[src/rtl/laser_frame_receiver_if.sv]
// Bundles the receiver's line input, enable and byte/strobe outputs.
// The master side is the receiver itself; the slave side is whoever drives
// the photodiode line and consumes the recovered bytes.
interface laser_frame_receiver_if;
   logic       en;
   logic       laser_in;
   logic       data_valid;
   logic [7:0] data_in;
   logic       frame_err;
   logic       busy;
   logic [7:0] err_count;

   modport master (
      input  en,
      input  laser_in,
      output data_valid,
      output data_in,
      output frame_err,
      output busy,
      output err_count
   );

   modport slave (
      output en,
      output laser_in,
      input  data_valid,
      input  data_in,
      input  frame_err,
      input  busy,
      input  err_count
   );
endinterface

[src/rtl/laser_frame_receiver.sv]
// Byte receiver for the single-bit laser link: start bit high, 8 data bits
// LSB first, stop bit low. The line is synchronized, each bit is decided by a
// 3-sample majority vote near mid-bit, false starts are dropped and bad stop
// bits are flagged and counted.
module laser_frame_receiver #(
   parameter int CLKS_PER_BIT = 8,
   parameter int SYNC_STAGES  = 2
) (
   input logic                    clock,
   input logic                    reset,
   laser_frame_receiver_if.master bus
);

   localparam int             CW   = $clog2(CLKS_PER_BIT);
   localparam logic [CW-1:0]  HALF = CW'(CLKS_PER_BIT / 2 - 1);
   localparam logic [CW-1:0]  LAST = CW'(CLKS_PER_BIT - 1);

   typedef enum logic [2:0] {IDLE, START, DATA, STOP, BREAK} state_t;

   logic [SYNC_STAGES-1:0] sync;
   logic                   line;
   logic                   line_d1;
   logic                   line_d2;
   logic                   vote;

   state_t      state;
   state_t      state_nx;
   logic [CW-1:0] cnt;
   logic [CW-1:0] cnt_nx;
   logic [2:0]  bit_idx;
   logic [2:0]  bit_nx;
   logic [7:0]  shreg;
   logic [7:0]  shreg_nx;
   logic        good;
   logic        bad;

   assign line     = sync[SYNC_STAGES-1];
   assign vote     = (line & line_d1) | (line & line_d2) | (line_d1 & line_d2);
   assign bus.busy = (state != IDLE);

   // Synchronizer and vote history; keeps running while disabled so a line
   // that is already high at re-enable is not seen as a fresh edge.
   always_ff @(posedge clock) begin
      if (!reset) begin
         sync    <= '0;
         line_d1 <= 1'b0;
         line_d2 <= 1'b0;
      end else begin
         sync    <= {sync[SYNC_STAGES-2:0], bus.laser_in};
         line_d1 <= line;
         line_d2 <= line_d1;
      end
   end

   // Next-state logic: bit timing, sampling, frame decision and enable abort.
   always_comb begin
      state_nx = state;
      cnt_nx   = cnt;
      bit_nx   = bit_idx;
      shreg_nx = shreg;
      good     = 1'b0;
      bad      = 1'b0;
      case (state)
         IDLE: begin
            if (line && !line_d1) begin
               state_nx = START;
               cnt_nx   = '0;
            end
         end
         START: begin
            if (cnt == HALF) begin
               cnt_nx = '0;
               if (vote) begin
                  state_nx = DATA;
                  bit_nx   = 3'd0;
               end else begin
                  state_nx = IDLE;
               end
            end else begin
               cnt_nx = cnt + 1'b1;
            end
         end
         DATA: begin
            if (cnt == LAST) begin
               cnt_nx   = '0;
               shreg_nx = {vote, shreg[7:1]};
               if (bit_idx == 3'd7) state_nx = STOP;
               else                 bit_nx   = bit_idx + 3'd1;
            end else begin
               cnt_nx = cnt + 1'b1;
            end
         end
         STOP: begin
            if (cnt == LAST) begin
               cnt_nx = '0;
               if (!vote) begin
                  good     = 1'b1;
                  state_nx = IDLE;
               end else begin
                  bad      = 1'b1;
                  state_nx = BREAK;
               end
            end else begin
               cnt_nx = cnt + 1'b1;
            end
         end
         BREAK: begin
            // A stuck-high line must go low before another start is accepted.
            if (!line) state_nx = IDLE;
         end
         default: state_nx = IDLE;
      endcase
      if (!bus.en) begin
         state_nx = IDLE;
         cnt_nx   = '0;
         bit_nx   = 3'd0;
         shreg_nx = 8'd0;
         good     = 1'b0;
         bad      = 1'b0;
      end
   end

   // State register, strobes, held byte and saturating error counter.
   always_ff @(posedge clock) begin
      if (!reset) begin
         state          <= IDLE;
         cnt            <= '0;
         bit_idx        <= 3'd0;
         shreg          <= 8'd0;
         bus.data_valid <= 1'b0;
         bus.data_in    <= 8'd0;
         bus.frame_err  <= 1'b0;
         bus.err_count  <= 8'd0;
      end else begin
         state          <= state_nx;
         cnt            <= cnt_nx;
         bit_idx        <= bit_nx;
         shreg          <= shreg_nx;
         bus.data_valid <= good;
         bus.frame_err  <= bad;
         if (good) bus.data_in <= shreg;
         if (bad && bus.err_count != 8'hFF) bus.err_count <= bus.err_count + 8'd1;
      end
   end

endmodule

[src/flat_wrapper.sv]
// flat-port wrapper written by rule: the top's interface ports become plain ports
module laser_frame_receiver_flat 
#(
   parameter int CLKS_PER_BIT = 8,
   parameter int SYNC_STAGES  = 2
)
  (clock, reset, bus_en, bus_laser_in, bus_data_valid, bus_data_in, bus_frame_err, bus_busy, bus_err_count);
  laser_frame_receiver_if bus_i ();
  input logic clock;
  input logic reset;
  input wire logic [$bits(bus_i.en)-1:0] bus_en;
  input wire logic [$bits(bus_i.laser_in)-1:0] bus_laser_in;
  output wire logic [$bits(bus_i.data_valid)-1:0] bus_data_valid;
  output wire logic [$bits(bus_i.data_in)-1:0] bus_data_in;
  output wire logic [$bits(bus_i.frame_err)-1:0] bus_frame_err;
  output wire logic [$bits(bus_i.busy)-1:0] bus_busy;
  output wire logic [$bits(bus_i.err_count)-1:0] bus_err_count;
  assign bus_i.en = bus_en;
  assign bus_i.laser_in = bus_laser_in;
  assign bus_data_valid = bus_i.data_valid;
  assign bus_data_in = bus_i.data_in;
  assign bus_frame_err = bus_i.frame_err;
  assign bus_busy = bus_i.busy;
  assign bus_err_count = bus_i.err_count;
  laser_frame_receiver #(.CLKS_PER_BIT(CLKS_PER_BIT), .SYNC_STAGES(SYNC_STAGES)) u_core (.clock(clock), .reset(reset), .bus(bus_i));
endmodule
[config.mk]
export PLATFORM = sky130hd
export DESIGN_NAME = laser_frame_receiver_flat
export DESIGN_NICKNAME = d
export VERILOG_FILES = /design/src/rtl/laser_frame_receiver_if.sv /design/src/rtl/laser_frame_receiver.sv /design/src/flat_wrapper.sv
export SDC_FILE = /design/constraint.sdc
export NUM_CORES = 1
export LEC_CHECK = 0
export ABC_AREA = 1
export BUFFER_PORTS_ARGS = -buffer_cell sky130_fd_sc_hd__buf_2
export CAP_MARGIN = 20
export CORE_UTILIZATION = 57
export CTS_BUF_LIST = sky130_fd_sc_hd__clkbuf_4
export CTS_CLUSTER_SIZE = 40
export DETAILED_ROUTE_END_ITERATION = 10
export GPL_TIMING_DRIVEN = 0
export PLACE_DENSITY = 0.77
export SLEW_MARGIN = 5
export SYNTH_ARGS = -nofsm -noshare
export SYNTH_HDL_FRONTEND = slang
export SYNTH_SLANG_ARGS = --single-unit
export TNS_END_PERCENT = 30
[constraint.sdc]
create_clock -name clock -period 3.36 [get_ports clock]
set_clock_uncertainty 0.05 [all_clocks]
set_input_delay 0.336 -clock clock [delete_from_list [all_inputs] [get_ports clock]]
set_output_delay 0.336 -clock clock [all_outputs]
set_load 0.01 [all_outputs]
==> run summary <==
The run finished with clean final reports. The xor/xnor cell area share of the yosys netlist came out at 0.01429. The final number of hold-violating endpoints is 0. The final wirelength came out at 3423 µm.

The die outline width is 58.81 µm. The sequential cells in the finished layout cover a total of 780.7 µm². For the worst setup path, the data required time is 3.58 ns. VDD sags by at most 303.6 µV. The number of vias per cell after detailed routing is 4.891. STA classifies the critical path endpoint as a flop. The synthesis-to-layout area growth came out at 12.11%. 0 antenna diodes ended up in the layout. The synthesized design contains 39 register bits.

The synthesized netlist net count is 267. After synthesis, the largest family of logic cells by area is simple AND/OR/NAND/NOR gates. The arrival time at the worst endpoint is 2.12 ns. The number of warnings reported in the yosys synthesis log is 0.

The max-slew violation total from the final report came out at 0. Counting every instance in the synthesized netlist gives 255. The cell area after layout came out at 2062 µm². The worst-case clock buffer depth is 2. In this run the worst hold path is classified as primary input to flop. The multi-input combinational cells in the finished layout cover a total of 929.6 µm². The standby leakage power came out at 1.007 nW. The last weighted congestion value of the routability-driven placer came out at 0.7944. The later pin in the worst-skew pair is clocked with a latency of 0.36 ns.

The setup total negative slack came out at 0 ns. The H-tree depth is 2. STA classifies the critical path startpoint as a flop. The detail route stage leaves a number of antenna-violating nets equal to 0.

The count of unique library cells instantiated by Yosys came out at 22. The post-CTS setup buffer count came out at 0. TritonCTS built the clock tree. Gates resized during post-CTS repair numbered 0. The post-synthesis average cell area came out at 7.213 µm². Clock-pin slew was measured on the worst setup and hold paths at 0.12 ns. The largest net degree at the start of global routing is 14.

The die outline area is 3458 µm². The global-route wire length before repair is 6065 µm. The share of cells above drive strength 1 is 0.1649. The residual DRC count is 0. The top cell types in the final layout, fill and taps aside, are sky130_fd_sc_hd__nand2_1 (69), sky130_fd_sc_hd__nor2_1 (40), sky130_fd_sc_hd__dfxtp_1 (39). By startpoint and endpoint, the worst setup path is classified as flop to flop. The global-route congestion overflow total came out at 0. The via count of the first global-routing pass came out at 1,483.

The sequential fraction of the synthesis area is 0.4245. The final net count is 296. The number of hold buffers added after cts is 0. The area share of and/or/nand/nor cells after synthesis came out at 0.3320. The initial antenna violation count came out at 0.

The die is 58.81 µm tall. The number of buffers added by the clock tree synthesis step came out at 5. The number of design-rule violations left by the first detailed-router iteration is 81. The average wire per standard cell came out at 10.40 µm. Static timing analysis puts the maximum clock frequency at 526.9 MHz. The area of the core is 3053 µm². For the pin with the worst max-slew slack, the measured transition is 0.4073 ns. In this run the worst path has a maximum fanout of 9. Setup violations remaining at the end of the flow were counted as 0. In this run the count of I/O pins placed on the die edge is 23. The area of placed instances is 2004 µm². The total power divided by cell area is 389.2 nW/µm². Leaving out fill and tap cells, the most frequent cell in the layout is sky130_fd_sc_hd__nand2_1. The initial core utilization is 0.6025. Setup repair after global routing left no endpoint under its margin. The worst path needs 1.898 ns of the cycle, external delays included. The row count came out at 20. The via count is 1,609. The adder-cell area share of the yosys netlist is 0.05442. The number of inserted filler cells in the final layout is 289.

The pre-antenna-repair detailed-routing pass consisted of 4 iterations. The mux contribution to synthesized area is 0. The compound-cell area share of the yosys netlist came out at 0.1048. The total of buffers placed on input and output ports is 22. The total track usage came out at 0.2324. The detailed placer's ending HPWL came out at 2466 µm.

The count of maximum capacitance violations is 0. The post-synth design cell area came out at 1839 µm². The library cell used as clock root buffer is sky130_fd_sc_hd__clkbuf_4. The clock sink total is 39. The relative slew slack came out at 0.7285. The final period utilization is 0.5648.
where the power goes:
| group | total [mW] | switching, mW | internal [mW] |
|---|---|---|---|
| registers | 0.475 | 0.00628 | 0.468 |
| clock network | 0.242 | 0.163 | 0.0798 |
| logic | 0.0852 | 0.0581 | 0.0272 |
| total | 0.802 | 0.227 | 0.575 |
through the flow:
step / power [mW] / utilization / hold slack, ns / worst slack [ns] / cells
2_1_floorplan: 0.5489 / - / 0.3405 / 1.765 / 255
3_3_place_gp: 0.5674 / 0.6566 / 0.3482 / 1.490 / 321
3_5_place_dp: 0.5696 / 0.6566 / 0.3497 / 1.488 / 321
4_1_cts: 0.8123 / 0.6754 / 0.08996 / 1.457 / 329
5_1_grt: 0.8448 / 0.6754 / 0.09967 / 1.299 / 329
6_report: 0.8024 / 0.6754 / 0.1046 / 1.462 / 329
worst max-delay path: stages (launching register included):
cell	delay, ns
sky130_fd_sc_hd__dfxtp_1	0.36
sky130_fd_sc_hd__ha_1	0.24
sky130_fd_sc_hd__ha_1	0.25
sky130_fd_sc_hd__nand2_1	0.16
sky130_fd_sc_hd__nor3_4	0.39
sky130_fd_sc_hd__inv_2	0.16
sky130_fd_sc_hd__nor2_1	0.14
sky130_fd_sc_hd__nor2_1	0.06
final timing paths:
kind                                                  from                            endpoint  slack [ns]  depth (start not counted)
worst min register to register   u_core.sync[0]$_SDFF_PN0_           u_core.sync[1]$_SDFF_PN0_        0.37                          2
worst max-delay path            u_core.cnt[0]$_SDFFE_PN0P_  u_core.bus.data_in[4]$_SDFFE_PN0P_        1.46                          7
worst min-delay path                          bus_laser_in           u_core.sync[0]$_SDFF_PN0_        0.10                          3
worst max register to register  u_core.cnt[0]$_SDFFE_PN0P_  u_core.bus.data_in[4]$_SDFFE_PN0P_        1.46                          7
sequential cells by signal (all words and copies together) (netlist names):
signal,count
u_core.bit_idx,3
u_core.bus.data_in,8
u_core.bus.data_valid,1
u_core.bus.err_count,8
u_core.bus.frame_err,1
u_core.cnt,3
u_core.line_d1,1
u_core.line_d2,1
u_core.shreg,8
u_core.state,3
u_core.sync,2
cell families (layout without fill, tap and decap cells):
family / after synthesis / after routing
flip-flops: 39 / 39
adder cells (fa/ha/maj): 8 / 8
buffers and inverters: 32 / 62
XOR/XNOR: 3 / 3
AND/OR/NAND/NOR: 135 / 135
AO/OA/AOI/OAI: 38 / 38
per-layer routing:
layer  GRT usage  share of wire  vias up  wire (µm)
met5           0              0        -          0
li1            -              -      866          -
met3     0.04615          0.027        8         94
met4      0.1224          0.026        0         89
met1      0.2816           0.49      710       1686
met2      0.3880           0.45       25       1553
cells in the mapped netlist:
library cell	number	area, µm²
sky130_fd_sc_hd__o21ai_0	16	80.08
sky130_fd_sc_hd__nand2_2	4	25.02
sky130_fd_sc_hd__dfxtp_1	39	780.8
sky130_fd_sc_hd__nand3_1	11	55.05
sky130_fd_sc_hd__nor2_1	40	150.1
sky130_fd_sc_hd__buf_6	1	11.26
sky130_fd_sc_hd__xor2_1	3	26.28
sky130_fd_sc_hd__nand3_2	2	20.02
sky130_fd_sc_hd__nand2_4	1	11.26
sky130_fd_sc_hd__nor3_4	1	16.27
sky130_fd_sc_hd__nor2_4	3	33.78
sky130_fd_sc_hd__buf_2	1	5.000
sky130_fd_sc_hd__o211ai_1	1	7.510
sky130_fd_sc_hd__clkinv_1	1	3.750
sky130_fd_sc_hd__ha_1	8	100.1
sky130_fd_sc_hd__nand3_4	1	17.52
sky130_fd_sc_hd__nand2_1	69	259.0
sky130_fd_sc_hd__inv_2	3	11.26
sky130_fd_sc_hd__inv_1	25	93.84
sky130_fd_sc_hd__nand3b_1	3	22.52
sky130_fd_sc_hd__a21oi_1	21	105.1
sky130_fd_sc_hd__clkbuf_1	1	3.750
cell type report:
class	count	share of cell area
well taps	44	0.02670
clock buffers	5	0.01820
multi-input cells	184	0.4508
inverters	29	0.05279
plain buffers	3	0.009709
flip-flops and latches	39	0.3786
repair buffers	22	0.05340
clock inverters	3	0.009709
Note: power is estimated with default switching activity, not from simulation.
